<file path="config.mk">
export PLATFORM = sky130hd
export DESIGN_NAME = uart_rx_frame_ctrl
export DESIGN_NICKNAME = d
export VERILOG_FILES = /design/src/rtl/uart_rx_frame_ctrl.sv
export SDC_FILE = /design/constraint.sdc
export NUM_CORES = 1
export LEC_CHECK = 0
export CAP_MARGIN = 20
export CORE_MARGIN = 1.5
export CORE_UTILIZATION = 50
export DETAILED_ROUTE_END_ITERATION = 8
export GPL_ROUTABILITY_DRIVEN = 1
export PLACE_DENSITY = 0.68
export RECOVER_POWER = 25
export SYNTH_ARGS = -nofsm -noshare
export SYNTH_HDL_FRONTEND = slang
export SYNTH_SLANG_ARGS = --single-unit
</file>
<file path="constraint.sdc">
create_clock -name CLK_I -period 2.35 [get_ports CLK_I]
set_input_delay 0.235 -clock CLK_I [delete_from_list [all_inputs] [get_ports CLK_I]]
set_output_delay 0.235 -clock CLK_I [all_outputs]
set_load 0.005 [all_outputs]
</file>
<file path="src/rtl/uart_rx_frame_ctrl.sv">
// uart_rx_frame_ctrl
// Frame parser that sits behind the UART byte receiver. It accepts SOF/length/payload/XOR-checksum
// frames and buffers the payload. Only checksum-verified payloads are streamed downstream.
// Breaks, bad lengths, bad checksums and inter-byte timeouts abort the frame with a one-cycle error pulse.
module uart_rx_frame_ctrl #(
  parameter int          CLK_HZ       = 27_000_000,
  parameter int          BIT_RATE     = 9600,
  parameter int          MAX_LEN      = 16,
  parameter logic [7:0]  SOF_BYTE     = 8'hA5,
  parameter int          TIMEOUT_BITS = 20
) (
  input  logic       CLK_I,
  input  logic       RST_I,
  input  logic       EN_I,
  output logic       RX_EN_O,
  input  logic       RX_VLD_I,
  input  logic [7:0] RX_D_I,
  input  logic       RX_BREAK_I,
  output logic [7:0] M_DATA_O,
  output logic       M_VLD_O,
  output logic       M_LAST_O,
  input  logic       M_RDY_I,
  output logic       FRAME_OK_O,
  output logic [7:0] FRAME_LEN_O,
  output logic       FRAME_ERR_O,
  output logic [1:0] ERR_CODE_O,
  output logic       OVR_O
);

  localparam longint TIMEOUT_CYCLES = longint'(TIMEOUT_BITS) * longint'(CLK_HZ) / longint'(BIT_RATE);
  localparam int     TOW            = (TIMEOUT_CYCLES > 1) ? $clog2(TIMEOUT_CYCLES) : 1;
  localparam logic [TOW-1:0] TO_LAST = TOW'(TIMEOUT_CYCLES - 1);
  localparam int     IDXW           = $clog2(MAX_LEN + 1);
  localparam int     ADDRW          = (MAX_LEN > 1) ? $clog2(MAX_LEN) : 1;
  localparam int     BUF_DEPTH      = 1 << ADDRW;
  localparam logic [7:0] MAX_LEN_B  = 8'(MAX_LEN);

  localparam logic [1:0] ERR_BREAK   = 2'd0;
  localparam logic [1:0] ERR_LEN     = 2'd1;
  localparam logic [1:0] ERR_CHK     = 2'd2;
  localparam logic [1:0] ERR_TIMEOUT = 2'd3;

  typedef enum logic [2:0] {IDLE, LEN, PAYLOAD, CHK, DRAIN} state_t;

  state_t          state_q, state_d;
  logic [7:0]      len_q, len_d;
  logic [7:0]      chk_q, chk_d;
  logic [IDXW-1:0] wrIdx_q, wrIdx_d;
  logic [IDXW-1:0] rdIdx_q, rdIdx_d;
  logic [TOW-1:0]  toCnt_q, toCnt_d;
  logic            rxEn_q;
  logic [7:0]      mData_q, mData_d;
  logic            mVld_q, mVld_d;
  logic            mLast_q, mLast_d;
  logic            frameOk_q, frameOk_d;
  logic [7:0]      frameLen_q, frameLen_d;
  logic            frameErr_q, frameErr_d;
  logic [1:0]      errCode_q, errCode_d;
  logic            ovr_q, ovr_d;

  logic [7:0]      bufMem [0:BUF_DEPTH-1];
  logic            bufWe;
  logic            rxAcc;
  logic            rxBrk;
  logic            toHit;

  assign rxAcc = RX_VLD_I && !RX_BREAK_I;
  assign rxBrk = RX_VLD_I && RX_BREAK_I;
  assign toHit = (toCnt_q == TO_LAST);

  // Payload buffer; contents survive between frames and only the written range is ever read
  always_ff @(posedge CLK_I) begin
    if (bufWe) bufMem[wrIdx_q[ADDRW-1:0]] <= RX_D_I;
  end

  // Next-state logic for the frame parser, the output stream and the event pulses
  always_comb begin
    state_d    = state_q;
    len_d      = len_q;
    chk_d      = chk_q;
    wrIdx_d    = wrIdx_q;
    rdIdx_d    = rdIdx_q;
    toCnt_d    = toCnt_q;
    mData_d    = mData_q;
    mVld_d     = mVld_q;
    mLast_d    = mLast_q;
    frameOk_d  = 1'b0;
    frameLen_d = frameLen_q;
    frameErr_d = 1'b0;
    errCode_d  = errCode_q;
    ovr_d      = 1'b0;
    bufWe      = 1'b0;

    case (state_q)
      IDLE: begin
        toCnt_d = '0;
        wrIdx_d = '0;
        if (EN_I && rxAcc && (RX_D_I == SOF_BYTE)) state_d = LEN;
      end

      LEN, PAYLOAD, CHK: begin
        toCnt_d = toCnt_q + 1'b1;
        if (rxBrk) begin
          frameErr_d = 1'b1;
          errCode_d  = ERR_BREAK;
          state_d    = IDLE;
        end else if (rxAcc) begin
          toCnt_d = '0;
          if (state_q == LEN) begin
            len_d   = RX_D_I;
            chk_d   = RX_D_I;
            wrIdx_d = '0;
            if (RX_D_I > MAX_LEN_B) begin
              frameErr_d = 1'b1;
              errCode_d  = ERR_LEN;
              state_d    = IDLE;
            end else if (RX_D_I == 8'd0) begin
              state_d = CHK;
            end else begin
              state_d = PAYLOAD;
            end
          end else if (state_q == PAYLOAD) begin
            bufWe   = 1'b1;
            chk_d   = chk_q ^ RX_D_I;
            wrIdx_d = wrIdx_q + 1'b1;
            if (8'(wrIdx_q + 1'b1) == len_q) state_d = CHK;
          end else begin
            if (RX_D_I == chk_q) begin
              frameOk_d  = 1'b1;
              frameLen_d = len_q;
              if (len_q == 8'd0) begin
                state_d = IDLE;
              end else begin
                state_d = DRAIN;
                mVld_d  = 1'b1;
                mData_d = bufMem[0];
                mLast_d = (len_q == 8'd1);
                rdIdx_d = IDXW'(1);
              end
            end else begin
              frameErr_d = 1'b1;
              errCode_d  = ERR_CHK;
              state_d    = IDLE;
            end
          end
        end else if (toHit) begin
          frameErr_d = 1'b1;
          errCode_d  = ERR_TIMEOUT;
          state_d    = IDLE;
        end

        if (!EN_I && !frameErr_d) begin
          state_d    = IDLE;
          frameOk_d  = 1'b0;
          frameLen_d = frameLen_q;
          mVld_d     = 1'b0;
          mLast_d    = 1'b0;
          mData_d    = mData_q;
        end
      end

      DRAIN: begin
        if (RX_VLD_I) ovr_d = 1'b1;
        if (mVld_q && M_RDY_I) begin
          if (mLast_q) begin
            mVld_d  = 1'b0;
            mLast_d = 1'b0;
            state_d = IDLE;
          end else begin
            mData_d = bufMem[rdIdx_q[ADDRW-1:0]];
            mLast_d = ((8'(rdIdx_q) + 8'd1) == len_q);
            rdIdx_d = rdIdx_q + 1'b1;
          end
        end
      end

      default: state_d = IDLE;
    endcase
  end

  // State and output registers; reset discards any frame in flight
  always_ff @(posedge CLK_I) begin
    if (RST_I) begin
      state_q    <= IDLE;
      len_q      <= '0;
      chk_q      <= '0;
      wrIdx_q    <= '0;
      rdIdx_q    <= '0;
      toCnt_q    <= '0;
      rxEn_q     <= 1'b0;
      mData_q    <= '0;
      mVld_q     <= 1'b0;
      mLast_q    <= 1'b0;
      frameOk_q  <= 1'b0;
      frameLen_q <= '0;
      frameErr_q <= 1'b0;
      errCode_q  <= '0;
      ovr_q      <= 1'b0;
    end else begin
      state_q    <= state_d;
      len_q      <= len_d;
      chk_q      <= chk_d;
      wrIdx_q    <= wrIdx_d;
      rdIdx_q    <= rdIdx_d;
      toCnt_q    <= toCnt_d;
      rxEn_q     <= EN_I;
      mData_q    <= mData_d;
      mVld_q     <= mVld_d;
      mLast_q    <= mLast_d;
      frameOk_q  <= frameOk_d;
      frameLen_q <= frameLen_d;
      frameErr_q <= frameErr_d;
      errCode_q  <= errCode_d;
      ovr_q      <= ovr_d;
    end
  end

  assign RX_EN_O     = rxEn_q;
  assign M_DATA_O    = mData_q;
  assign M_VLD_O     = mVld_q;
  assign M_LAST_O    = mLast_q;
  assign FRAME_OK_O  = frameOk_q;
  assign FRAME_LEN_O = frameLen_q;
  assign FRAME_ERR_O = frameErr_q;
  assign ERR_CODE_O  = errCode_q;
  assign OVR_O       = ovr_q;

endmodule

</file>
### Yosys cells after proc, flatten, opt, wreduce, memory -nomap -nowiden

Memory sizes are Yosys's and may differ from the RTL's. A register that Yosys moved wholly into a read port is not among the register bits.
Index checks and enable logic that the tools add are counted.

| word-level totals | value |
|---|---|
| logic and storage cells | 183 |
| bits in read-only memories | 0 |
| memory bits (writable) | 128 |
| bits in registers | 69 |
| latch bits | 0 |
| memories kept | 1 |

Memories:

| memory | depth | bits a word | rd ports | clocked after Yosys merged registers in | write ports | RTL line | RTL |
|---|---|---|---|---|---|---|---|
| bufMem | 16 | 8 | 2 | 1 | 1 | 61 | `logic [7:0] bufMem [0:BUF_DEPTH-1];` |

| operators by class | value |
|---|---|
| mux-type cells | 90 |
| shifts and indexed selects | 0 |
| eq/ne operators | 33 |
| reductions and logical operators | 30 |
| order comparisons | 1 |
| bitwise logic cells | 8 |
| divide/modulo/power cells | 0 |
| $add $sub $neg | 5 |
| $mul | 0 |

Operators with widths:

| operator | count |
|---|---|
| $mux W8 | 11 |
| $mux W5 | 12 |
| $mux W1 | 36 |
| $mux W3 | 12 |
| $mux W16 | 2 |
| $pmux W16 S2 | 1 |
| $ne A2 B2 Y1 const B | 11 |
| $ne A3 B3 Y1 const B | 7 |
| $pmux W5 S2 | 2 |
| $reduce_and A9 Y1 | 2 |
| $add A16 B1 Y16 const B | 1 |
| $eq A16 B16 Y1 const B | 1 |
| $eq A6 B8 Y1 | 2 |
| $logic_not A8 Y1 | 2 |
| $mux W2 | 8 |
| $pmux W8 S2 | 1 |
| $add A5 B1 Y6 const B | 2 |
| $reduce_and A4 Y1 | 3 |
| $add A5 B1 Y5 const B | 2 |
| $reduce_and A10 Y1 | 1 |
| $reduce_and A5 Y1 | 2 |
| $pmux W3 S3 | 1 |
| $eq A8 B1 Y1 const B | 1 |
| $eq A8 B8 Y1 | 1 |
| other kinds (23) | 43 |

### Logic depth before layout (Yosys ltp)

Gate-level depths: netlist of the first run.

| logic depth | value |
|---|---|
| word-level depth | 11 |
| depth in mapped cells | 9 |

### Worst setup path after synthesis of the first run

Ideal clock, no wire load.

| timing path | value |
|---|---|
| path kind | register to register |
| start point | reg wrIdx_q[0] |
| end point | reg state_q[1] |
| path slack | 0.294 ns |
| stages on the path, launching flop included | 9 |
| setup time | 0.140 ns |
| buffers on the path | 1 |
| arrival time | 1.916 ns |
| path through | dfxtp_1 ha_1 buf_2 o21ba_1 a221oi_1 o2111ai_1 a211oi_1 mux2i_1 nor3_1 |

| on the way | value |
|---|---|
| longest elaborated chain between the ends | 4 |

RTL lines:

| item | RTL line | RTL |
|---|---|---|
| start: declaration | 48 | `logic [IDXW-1:0] wrIdx_q, wrIdx_d;` |
| start signal: assignment | 203 | `wrIdx_q <= wrIdx_d;` |
| $add A5 B1 Y6 | 126 | `if (8'(wrIdx_q + 1'b1) == len_q) state_d = CHK;` |
| $eq A6 B8 Y1 | 126 |  |
| $ne A7 B7 Y1 (no source line) | -- |  |
| $reduce_and A5 Y1 (no source line) | -- |  |
| end signal: assignment | 200 | `state_q <= state_d;` |
| end: declaration | 45 | `state_t state_q, state_d;` |

No other way between the ends.
A chain may end at the register's enable or synchronous reset.

### Worst setup path in the final report of the first run

| timing path | value |
|---|---|
| start point | reg chk_q[6] |
| end point | reg mData_q[5] (netlist: M_DATA_O[5]) |

| on the way | value |
|---|---|
| longest elaborated chain between the ends | 11 |
| elaborated cells on any way between the ends | 12 |

RTL lines:

| item | RTL line | RTL |
|---|---|---|
| start: declaration | 47 | `logic [7:0] chk_q, chk_d;` |
| start signal: assignment | 202 | `chk_q <= chk_d;` |
| $eq A8 B8 Y1 (*) | 128 | `if (RX_D_I == chk_q) begin` |
| $mux W1 | 128 |  |
| $mux W1 | 122 | `end else if (state_q == PAYLOAD) begin` |
| $mux W1 | 109 | `if (state_q == LEN) begin` |
| $mux W1 | 107 | `end else if (rxAcc) begin` |
| $mux W1 | 103 | `if (rxBrk) begin` |
| $mux W1 | 94 | `case (state_q)` |
| $logic_not A1 Y1 | 152 | `if (!EN_I && !frameErr_d) begin` |
| $logic_and A1 B1 Y1 | 152 |  |
| $ne A2 B2 Y1 (no source line) | -- |  |
| $reduce_and A10 Y1 (no source line) (*) | -- |  |
| end signal: assignment | 207 | `mData_q <= mData_d;` |
| end: declaration | 52 | `logic [7:0] mData_q, mData_d;` |

Every way passes the cells marked *; elsewhere a longest branch is shown, timed or not. The select of a mux whose other input is x is not followed.

==> metrics, run 1 <==
status=completed; busiest grt layer=met2; grt met3 use=0.0368; P per Cell Area=648 nW/µm²; CP startpoint kind=register; Root Driver=clkbuf_16; n_diodes=0; hold bufs inserted after CTS=0; CP cell instances=xor2_1 > or4_1 > o21ai_1 > a32oi_2 > buf_12 > buf_4 > a211oi_2; slew of the pin with the lowest slew margin=823 ps; LEAKAGE=3.64 nW; met1 track demand over resource=0.332; Post-synth top cells=edfxtp_1, dfxtp_1, nor2_1; Reg power frac=0.523; CP endpoint=M_DATA_O[5]; R2R depth=7; Internal=0.00567 W; Slew Limit Fails=0; average cell area after synthesis=12.9 µm²; number of global-route vias before repair=6048; CTS sink cnt=201; crit end category=register; r2r startpoint=chk_q[6]; GRT Total Usage=0.233; multi-input logic area=3480 µm²; CP Class=reg -> reg; Total Routed Length=21100 µm; post-route ant nets=0; clock buffer depth=3; Netlist cell types=78; hpwl dp=14300 µm; slowest CP cell=or4_1; Max transition margin=0.451; share of layout cells above drive strength 1=0.234; Sw Pwr=0.00151 W; post-synth top area cell=edfxtp_1; worst min path class=in -> reg; Synth Warn #=0; prevailing post-synth register cell=edfxtp_1; GR Util met2=0.379; die area=18900 µm²; Synth Cell Area=9020 µm²; Synth Area in Compound Gates=0.110; sequential standard cell area=5310 µm²; RSZ-0062 raised after global routing=false; DR vias=6234; delay of the slowest critical-path stage=580 ps; Comb power frac=0.025; DRC=0; Placement Rows=48; Initial Util=0.516; first-pass GRT wire length=33400 µm; Synth Register Bits=201; Die Span Y=137 µm; final setup TNS=0 ps; Clock Latency Late Sink=520 ps; Post-Synth Simple-Gate Area=0.135; Post-Synth Adder-Cell Area=0.00970; CP arrival=2670 ps; CP Buf/Inv Count=2; Num CTS Buffers=22; pre-CTS setup slack=-428 ps; cell depth of the worst setup path=7; CP top delay family=compound AO/OA/AOI/OAI gates; # setup viols final=0; die width=137 µm; Wirelength per Cell=20.2 µm; total grt overflow=0; Vias per Instance=5.97; VDD IR max=0.000577 V; number of antenna violations at the first check in global routing=0; Port Buffer Count=37; RR Endpoint=M_DATA_O[5]; Max-Cap Viols=0; Clk pwr share=0.453; GPL Wtd Cong=0.919; CTS tree=built; critical path fanouts, max=16; ys async rst share=0; fin util=0.633; xor/xnor share of the synthesized area=0.0175; final hold vios=0; post-route clock skew=15.7 ps; dominant cells by area after synthesis=edfxtp_1, dfxtp_1, mux4_2; Mapped Cells=698; nets=825; DRT iter0 DRCs=527; most instantiated library cell after synthesis=edfxtp_1; Worst Hold Margin=148 ps; CTS H-tree depth=1; r2r setup slk=120 ps; Setup crit start=chk_q[6]; post-synthesis sequential area ratio=0.588; largest net degree at the start of global routing=33; required time worst endpoint=2790 ps; Tmin final=2230 ps; DRT Pass-1 Iters=5; Yosys top cell area share=0.426; # fillers=1264; Area Overhead vs Synth=22.6%; largest family of logic cells by synthesized area=simple AND/OR/NAND/NOR gates; mux cell area share after synthesis=0.113; final setup margin=120 ps; Core Area=17500 µm²; number of enable flip-flop cells after synthesis=128; Max Clk Rate=448 MHz; top-level port count=38; Post-Syn Nets=719; crit share post-route=0.949; sw frac=0.210; Clock transition at path regs=60 ps
-- cell usage in the layout, fill, tap and decap left out, types with 9 or more instances in the layout --
cell,count
buf_4,60
nand2_1,42
a22oi_1,11
clkinv_2,9
nand3_1,21
inv_1,10
edfxtp_1,128
xor2_1,13
dfxtp_1,69
a21oi_1,29
clkbuf_16,22
buf_12,20
o21ai_0,30
clkdlybuf4s50_1,32
nor3_1,19
and2_1,15
mux2i_1,22
mux4_2,32
nor2_1,60
-- how the worst min path moves through the flow --
stage | from | to | slack [ps] | cells after the start
floorplan | RX_D_I[0] | bufMem[0][0] | 330 | 0
global placement | toCnt_q[15] | toCnt_q[15] | 480 | 1
detailed placement | len_q[7] | len_q[7] | 490 | 2
CTS | RST_I | wrIdx_q[1] | 130 | 2
global route | RST_I | wrIdx_q[1] | 160 | 2
finish | RST_I | wrIdx_q[1] | 150 | 2
-- registers in the layout (all words and copies together), names as in the netlist, named ones only --
name         flops
bufMem         128
toCnt_q         16
FRAME_LEN_O      8
M_DATA_O         8
chk_q            8
len_q            8
rdIdx_q          5
wrIdx_q          5
state_q          3
ERR_CODE_O       2
FRAME_ERR_O      1
FRAME_OK_O       1
M_LAST_O         1
M_VLD_O          1
OVR_O            1
RX_EN_O          1
-- layout make-up --
type / count / area share
Inverter: 11 / 0.00373
Clock buffer: 24 / 0.0504
Timing Repair Buffer: 124 / 0.113
Clock inverter: 16 / 0.0128
Multi-Input combinational cell: 444 / 0.315
Sequential cell: 201 / 0.480
Tap cell: 225 / 0.0254
-- worst reg2reg max path, stage by stage, from the launching register on --
cell      delay (ps)
dfxtp_1          350
xor2_1           200
or4_1            580
o21ai_1          300
a32oi_2          210
buf_12           210
buf_4            140
a211oi_2         160
-- per-stage QoR --
step	instance area (µm²)	total power, W	instances
floorplan	9020	0.00388	698
global placement	10400	0.00400	1004
global route	11100	0.00739	1045
detailed placement	10400	0.00400	1004
CTS	11100	0.00725	1045
finish	11100	0.00717	1045
-- power groups by stage --
stage | combinational, W | clock, W | sequential, W
finish | 0.000176 | 0.00325 | 0.00375
global route | 0.000189 | 0.00345 | 0.00375
CTS | 0.000181 | 0.00332 | 0.00375
detailed placement | 0.000180 | 0 | 0.00382
global placement | 0.000175 | 0 | 0.00382
floorplan | 0.0000534 | 0 | 0.00383
-- metal layers --
metal  wire [µm]  vias to the layer above
li1            -                     2902
met1        9460                     3089
met2       10100                      213
met3        1250                       30
met4         285                        0
met5           0                        -
-- kinds of logic after synthesis --
group	count (synthesis)
adder cells (fa/ha/maj)	7
buffers and inverters	53
flip-flops	201
AND/OR/NAND/NOR	225
multiplexers	61
AO/OA/AOI/OAI	133
XOR/XNOR	18
-- timing repair --
item                                    in CTS  in global routing
gates resized for setup                      0                  4
pin swaps                                    1                  0
endpoints found under the setup margin       9                  5
setup buffers                                1                  0
No activity file was read; power rests on OpenSTA's default activity.
==> run 2: changes to the inputs <==
Settings changed: CTS_CLUSTER_SIZE set to 16.
==> results of run 2 <==
No change in the layout: final DEF, timing and power equal those of run 1.
==> run 3: changes to the inputs <==
Settings changed: CTS_CLUSTER_DIAMETER set to 120.
==> run 3 against run 2 <==
Count of clock-buffer cells in the layout stayed put. Critical endpoint unchanged. Register-to-register slack barely moved. Sequential power barely moved. Combinational power about the same. Via count is 1.2% lower. Sequential share of layout area up 1.1 points. Core utilization is 1.4 points lower. Power shrank 11%. Clock skew down 6.3 ps. Critical path depth up 1. Maximum frequency shrank 0.44%. Critical path type is now in -> reg. Final area shrank 2.2%.
==> metrics, run 3 (synthesis gave the netlist of run 1 again) <==
CTS tree=built; nets=819; RR Endpoint=M_DATA_O[6]; Slew Limit Fails=0; hpwl dp=14300 µm; DRT iter0 DRCs=521; top-level port count=38; GRT Total Usage=0.231; hold path endpoint=wrIdx_q[3]; Clk pwr share=0.385; GPL Wtd Cong=0.919; n_diodes=0; DR vias=6160; Max-Cap Viols=0; die width=137 µm; VDD IR max=0.000357 V; Max transition margin=0.443; CP startpoint kind=primary input; P per Cell Area=590 nW/µm²; HP Start=RST_I; r2r startpoint=state_q[0]; # fillers=1297; Tmin final=2240 ps; Reg power frac=0.587; die area=18900 µm²; Sw Pwr=0.00129 W; Placement Rows=48; final hold vios=0; total grt overflow=0; most frequent cells in the layout=edfxtp_1, dfxtp_1, nor2_1, buf_4, nand2_1; share of layout cells above drive strength 1=0.213; crit end category=register; Core Area=17500 µm²; CP arrival=2650 ps; clock buffer depth=3; post-route clock skew=9.41 ps; RSZ-0062 raised after global routing=false; DRC=0; critical path fanouts, max=16; Port Buffer Count=37; CP Class=in -> reg; number of antenna violations at the first check in global routing=0; Area Overhead vs Synth=19.9%; # setup viols final=0; Vias per Instance=5.97; CTS H-tree depth=1; Total Routed Length=20800 µm; r2r setup slk=130 ps; Clock Latency Late Sink=480 ps; R2R depth=8; sw frac=0.202; LEAKAGE=3.51 nW; Die Span Y=137 µm; Wirelength per Cell=20.2 µm; Clock transition at path regs=70 ps; largest net degree at the start of global routing=33; number of global-route vias before repair=5997; dpl cells=1004; Hold Path Depth=2; commonest non-fill, non-tap cell in the layout=edfxtp_1; Tot Pwr=0.00638 W; final cell count without fillers=1031; crit share post-route=0.953; required time worst endpoint=2760 ps; Max Clk Rate=446 MHz; Comb power frac=0.028; CTS sink cnt=201; Worst Hold Margin=181 ps; worst min path class=in -> reg; slew of the pin with the lowest slew margin=836 ps; status=completed; Initial Util=0.516; Internal=0.00509 W; hold bufs inserted after CTS=0; Num CTS Buffers=16; post-route ant nets=0; first-pass GRT wire length=33000 µm; DRT Pass-1 Iters=5; number of flip-flops in the largest register=128; Root Driver=clkbuf_16
==> run 3: worst max-delay path, stage by stage <==
cell,delay [ps]
clkdlybuf4s50_1,520
buf_4,200
or4_4,550
a221oi_4,390
a32oi_2,240
buf_12,210
buf_4,130
a211oi_2,160
==> run 3: per-layer routing <==
layer / wire (µm) / global-route usage / vias up
met5: 0 / 0 / -
met4: 304 / 0.0503 / 0
met3: 1040 / 0.0309 / 24
met2: 9970 / 0.375 / 176
met1: 9470 / 0.333 / 3083
li1: - / - / 2877
==> run 3: worst max path at each step <==
stage / startpoint / end / cells after the start / slack (ps)
after floorplan: wrIdx_q[0] / state_q[1] / 8 / 290
after global placement: RX_D_I[0] / FRAME_LEN_O[2] / 8 / -370
after detailed placement: RX_D_I[0] / FRAME_LEN_O[3] / 8 / -430
after CTS: state_q[2] / M_DATA_O[6] / 9 / 110
after global routing: RX_D_I[6] / state_q[0] / 9 / 10
final: RX_D_I[0] / M_DATA_O[5] / 8 / 110
==> run 3: repair_timing <==
action,CTS,global route
endpoints found under the setup margin,9,4
pin swaps,1,0
resized for setup,0,3
setup buffers,1,0
==> run 3: power by group through the flow <==
stage                     sequential (W)  combinational, W  clock, W
final                            0.00375          0.000176   0.00246
after global routing             0.00374          0.000189   0.00266
after floorplan                  0.00383         0.0000534         0
after detailed placement         0.00382          0.000180         0
after global placement           0.00382          0.000175         0
after CTS                        0.00374          0.000181   0.00254
==> run 3: stage by stage <==
| stage | setup TNS [ps] | instance area (µm²) | utilization | setup WS [ps] |
|---|---|---|---|---|
| after floorplan | 0 | 9020 | - | 294 |
| after global placement | -8780 | 10400 | 0.593 | -371 |
| after CTS | 0 | 10800 | 0.620 | 108 |
| after detailed placement | -10820 | 10400 | 0.593 | -428 |
| after global routing | 0 | 10800 | 0.619 | 9.51 |
| final | 0 | 10800 | 0.619 | 110 |
==> run 3: area by class of cell <==
| class | count | area (µm²) | share of cell area |
|---|---|---|---|
| well taps | 225 | 282 | 0.0260 |
| repair buffers | 124 | 1250 | 0.115 |
| flip-flops and latches | 201 | 5310 | 0.491 |
| clock inverters | 2 | 25.0 | 0.00231 |
| inverters | 11 | 41.3 | 0.00382 |
| multi-input cells | 444 | 3480 | 0.322 |
| clock buffers | 24 | 430 | 0.0398 |
